<file path="src/rtl/fifo_stream_adapter_if.sv">
// FIFO read port plus valid/ready output stream seen by fifo_stream_adapter.
// master: the adapter; slave: the FIFO/consumer side.
interface fifo_stream_adapter_if #(
  parameter int unsigned WIDTH = 32
);
  logic             fifo_empty;
  logic [WIDTH-1:0] fifo_rd_data;
  logic             fifo_rd_en;
  logic             out_valid;
  logic [WIDTH-1:0] out_data;
  logic             out_ready;

  modport master (
    input  fifo_empty, fifo_rd_data, out_ready,
    output fifo_rd_en, out_valid, out_data
  );

  modport slave (
    output fifo_empty, fifo_rd_data, out_ready,
    input  fifo_rd_en, out_valid, out_data
  );
endinterface

</file>
<file path="src/rtl/fifo_stream_adapter.sv">
// Read-side adapter: turns the FIFO's one-cycle-latency read port into a
// valid/ready stream using a 2-entry holding buffer and read-credit tracking.
module fifo_stream_adapter #(
  parameter int unsigned WIDTH = 32,
  parameter int unsigned CNT_W = 16
) (
  input  logic                  clk,
  input  logic                  reset,
  input  logic                  flush,
  fifo_stream_adapter_if.master bus,
  output logic [CNT_W-1:0]      xfer_count
);

  logic [1:0][WIDTH-1:0] buf_q, buf_d;
  logic                  head_q, head_d;
  logic [1:0]            count_q, count_d;
  logic                  inflight_q, inflight_d;
  logic [CNT_W-1:0]      xfer_q, xfer_d;

  logic       valid;
  logic       pop;
  logic       rd_en;
  logic [2:0] credit_used;
  logic       wr_idx;

  // Output stream and read issue; credit counts buffered plus in-flight words.
  always_comb begin
    valid          = (count_q != 2'd0);
    pop            = valid & bus.out_ready;
    credit_used    = {1'b0, count_q} + {2'b00, inflight_q} - {2'b00, pop};
    rd_en          = ~bus.fifo_empty & ~flush & ~reset & (credit_used < 3'd2);
    bus.out_valid  = valid;
    bus.out_data   = buf_q[head_q];
    bus.fifo_rd_en = rd_en;
  end

  // Next-state: capture returning word, advance head on pop, flush discards.
  always_comb begin
    buf_d      = buf_q;
    head_d     = head_q;
    count_d    = count_q;
    inflight_d = rd_en;
    xfer_d     = xfer_q;
    // The free slot sits right behind the last live entry; a same-cycle pop
    // moves head but leaves that slot where it is.
    wr_idx     = head_q ^ count_q[0];
    if (pop && (xfer_q != {CNT_W{1'b1}})) begin
      xfer_d = xfer_q + CNT_W'(1);
    end
    if (flush) begin
      head_d     = 1'b0;
      count_d    = 2'd0;
      inflight_d = 1'b0;
    end else begin
      if (inflight_q) begin
        buf_d[wr_idx] = bus.fifo_rd_data;
      end
      if (pop) begin
        head_d = ~head_q;
      end
      count_d = count_q + {1'b0, inflight_q} - {1'b0, pop};
    end
  end

  // State register with synchronous reset.
  always_ff @(posedge clk) begin
    if (reset) begin
      buf_q      <= '0;
      head_q     <= 1'b0;
      count_q    <= 2'd0;
      inflight_q <= 1'b0;
      xfer_q     <= '0;
    end else begin
      buf_q      <= buf_d;
      head_q     <= head_d;
      count_q    <= count_d;
      inflight_q <= inflight_d;
      xfer_q     <= xfer_d;
    end
  end

  assign xfer_count = xfer_q;

endmodule
</file>
<file path="src/flat_wrapper.sv">
// flat-port wrapper written by rule: the top's interface ports become plain ports
module fifo_stream_adapter_flat 
#(
  parameter int unsigned WIDTH = 32,
  parameter int unsigned CNT_W = 16
)
  (clk, reset, flush, xfer_count, bus_fifo_empty, bus_fifo_rd_data, bus_out_ready, bus_fifo_rd_en, bus_out_valid, bus_out_data);
  fifo_stream_adapter_if #(.WIDTH(WIDTH)) bus_i ();
  input  logic clk;
  input  logic reset;
  input  logic flush;
  output logic [CNT_W-1:0] xfer_count;
  input wire logic [$bits(bus_i.fifo_empty)-1:0] bus_fifo_empty;
  input wire logic [$bits(bus_i.fifo_rd_data)-1:0] bus_fifo_rd_data;
  input wire logic [$bits(bus_i.out_ready)-1:0] bus_out_ready;
  output wire logic [$bits(bus_i.fifo_rd_en)-1:0] bus_fifo_rd_en;
  output wire logic [$bits(bus_i.out_valid)-1:0] bus_out_valid;
  output wire logic [$bits(bus_i.out_data)-1:0] bus_out_data;
  assign bus_i.fifo_empty = bus_fifo_empty;
  assign bus_i.fifo_rd_data = bus_fifo_rd_data;
  assign bus_i.out_ready = bus_out_ready;
  assign bus_fifo_rd_en = bus_i.fifo_rd_en;
  assign bus_out_valid = bus_i.out_valid;
  assign bus_out_data = bus_i.out_data;
  fifo_stream_adapter #(.WIDTH(WIDTH), .CNT_W(CNT_W)) u_core (.clk(clk), .reset(reset), .flush(flush), .bus(bus_i), .xfer_count(xfer_count));
endmodule
</file>
<file path="config.mk">
export PLATFORM = sky130hd
export DESIGN_NAME = fifo_stream_adapter_flat
export DESIGN_NICKNAME = d
export VERILOG_FILES = /design/src/rtl/fifo_stream_adapter_if.sv /design/src/rtl/fifo_stream_adapter.sv /design/src/flat_wrapper.sv
export SDC_FILE = /design/constraint.sdc
export NUM_CORES = 1
export LEC_CHECK = 0
export BUFFER_PORTS_ARGS = -buffer_cell sky130_fd_sc_hd__buf_2
export CAP_MARGIN = 20
export CORE_MARGIN = 2
export CORE_UTILIZATION = 53
export CTS_CLUSTER_SIZE = 16
export DETAILED_ROUTE_END_ITERATION = 8
export GPL_ROUTABILITY_DRIVEN = 0
export GPL_TIMING_DRIVEN = 1
export PLACE_DENSITY = 0.83
export SLEW_MARGIN = 20
export SYNTH_ARGS = -nofsm -noshare
export SYNTH_HDL_FRONTEND = slang
export SYNTH_SLANG_ARGS = --single-unit
</file>
<file path="constraint.sdc">
create_clock -name clk -period 3.3 [get_ports clk]
set_input_delay 0.165 -clock clk [delete_from_list [all_inputs] [get_ports clk]]
set_output_delay 0.165 -clock clk [all_outputs]
set_load 0.02 [all_outputs]
</file>
==> flow_summary.yaml <==
outcome:
  status: "finished, final reports clean"
cts:
  numCtsBuffers: 9
  worstSkewPairLatency_ns: 0.34
  holdBufCountCts: 0
  post-cts-setup-buffer-count: 0
  cts.repair.resized: 0
  clockBufferDepth: 2
  cts.clk_slew.worst_paths_ns: 0.07
  cts_root_buf: "clkbuf_8"
  clkSinkCount: 84
  htreeDepth: 3
  tritoncts: "done"
floorplan:
  coreArea_sq_um: 6680
  die_h_microns: 86.4
  fp.dieArea_sq_um: 7460
  ioPinCount: 87
  die_w_microns: 86.4
  start_util: 0.538
  num_rows: 30
power_and_ir_drop:
  peakVddDrop_mv: 0.329
  power_leakage_nw: 1.70
  powerDensity_nw_per_um2: 442
synth:
  synth_most_common_cell: "nand2_1"
  yosysTopAreaCell: "dfxtp_1"
  ys_ff_latch: 84
  synth_fp_nets: 480
  synth_warnings: 0
  synth_top_cells_by_count: "nand2_1, dfxtp_1, a21oi_1"
  netlist_instances: 439
  synthArstFlopShare: 0
  synthesis.area_sq_um: 3590
  synth_cell_types: 38
  synth_edf_count: 0
  synth_seq_area_share: 0.468
  synth_area_leaders: "dfxtp_1, nand2_1, a21oi_1"
  synth.avg_cell_area_sq_um: 8.19
  synth_ff_type: "dfxtp_1"
  synth_top_area_share: 0.468
setup_path:
  r2r_start: "u_core.count_q[0]"
  critPathArrivalTime_ns: 2.90
  critPathKind: "flip-flop to output pin"
  end_kind: "output pin"
  required_ns: 3.13
  critPathLaunchType: "flip-flop"
  crit_fanout: 6
  worstSetupStartpoint: "u_core.count_q[0]"
sta:
  maxSlewHeadroom: 0.520
  max_freq_mhz: 326
  finalSetupViolCount: 0
  skew_ns: 0.00832
  period_share: 0.929
  hold_violations: 0
  grt_setup_unrepaired: "false"
  fin_crit_ns: 3.07
  worstMarginPinSlew_ns: 0.720
  maxSlewViolCount: 0
  fin_tns_setup_ns: 0
global_routing:
  grtUsageMet3: 0.0476
  grtUsageTotal: 0.226
  antenna_found_initial: 0
  grtUsageMet1: 0.268
  met2_usage: 0.402
  grt_pass1_vias: 3093
  grt_pass1_wl_mm: 13.5
  gr-total-overflow: 0
  grt_busiest_layer: "met2"
  grt_max_degree: 46
route:
  vias_per_cell: 5.55
  vias: 3322
  first_pass_iters: 4
  wl_per_cell_microns: 14.0
  first_iter_violations: 135
  wirelength_mm: 8.37
  ant_nets: 0
  drc_errors: 0
finish:
  stdcell_count: 599
  drive_above_1_share: 0.279
  nets: 556
  area_growth_pct: 18.8
  utilization: 0.639
  antenna_cells: 0
placement:
  dp_hpwl_mm: 5.61
  portBuffers: 86
  dp.cells: 584
hold_path:
  hold_start: "flush"
  worstHoldPathType: "primary input to flip-flop"
run:
  max-cap-violations: 0
==> critical path, cell delays in order (launching register included) <==
cell,delay [ns]
dfxtp_1,0.38
o21ai_1,0.38
inv_1,0.12
ha_1,0.30
inv_1,0.04
ha_1,0.18
fa_1,0.44
or4_1,0.43
nor2_1,0.13
buf_2,0.17
==> metal layers <==
metal	routed length, microns	vias up	part of all wire
met5	0	-	0
met3	402	9	0.048
met4	99	0	0.012
met1	3670	1575	0.44
met2	4200	89	0.50
li1	-	1649	-
==> layout by cell type, fill, tap and decap left out, types with 3 or more instances in the layout <==
cell type | synthesis | layout
a31oi_1 | 3 | 3
a21oi_1 | 74 | 74
nor2_1 | 6 | 4
or4_1 | 4 | 4
nor4_1 | 3 | 3
o31ai_1 | 5 | 5
nor3_1 | 7 | 7
or3_1 | 5 | 5
buf_4 | 0 | 7
ha_1 | 3 | 3
mux2_2 | 32 | 32
clkbuf_8 | 0 | 11
inv_1 | 9 | 9
nand2_1 | 137 | 137
nand4_1 | 4 | 4
o21ai_0 | 6 | 6
nand3_1 | 5 | 5
dfxtp_1 | 84 | 83
buf_2 | 0 | 86
==> area by class of cell <==
cell class / count / area, sq um
Clock buffer: 12 / 155
Multi-Input combinational cell: 318 / 1770
Sequential cell: 84 / 1680
Fill cell: 615 / 2410
Tap cell: 80 / 100
Clock inverter: 3 / 46.3
Inverter: 9 / 33.8
Timing Repair Buffer: 93 / 483
==> registers in the layout, summed over array words and instances (netlist names) <==
register	count
u_core.buf_q	64
u_core.count_q	2
u_core.xfer_count	16
u_core.head_q	1
u_core.inflight_q	1
==> kinds of logic after synthesis <==
kind of cell             synth area share
multiplexers                        0.100
XOR/XNOR                          0.00975
buffers and inverters              0.0411
AND/OR/NAND/NOR                     0.216
AO/OA/AOI/OAI                       0.149
adder cells (fa/ha/maj)            0.0160
flip-flops                          0.468
==> path summary, 6_finish.rpt <==
check	cells past startpoint	slack [ns]	end
max	9	0.23	bus_fifo_rd_en
min	2	0.05	u_core.head_q
max reg2reg	8	0.88	u_core.inflight_q
min reg2reg	2	0.45	u_core.buf_q[48]
==> metrics by stage <==
step                instance area, sq um  hold WS [ns]  setup slack (ns)  power, mW
global placement                    4070         0.409             0.656       1.17
CTS                                 4270        0.0414             0.205       1.91
finish                              4270        0.0521             0.233       1.89
global route                        4270        0.0496            0.0751       1.97
detailed placement                  4070         0.403             0.592       1.17
floorplan                           3590         0.241             0.704       1.12
==> report_power, final <==
group | leakage [nW] | switching [mW] | internal, mW
sequential | 0.678 | 0.00766 | 1.02
combinational | 0.923 | 0.0720 | 0.0448
clock | 0.0987 | 0.349 | 0.389
Note: power is estimated with default switching activity, not from simulation.
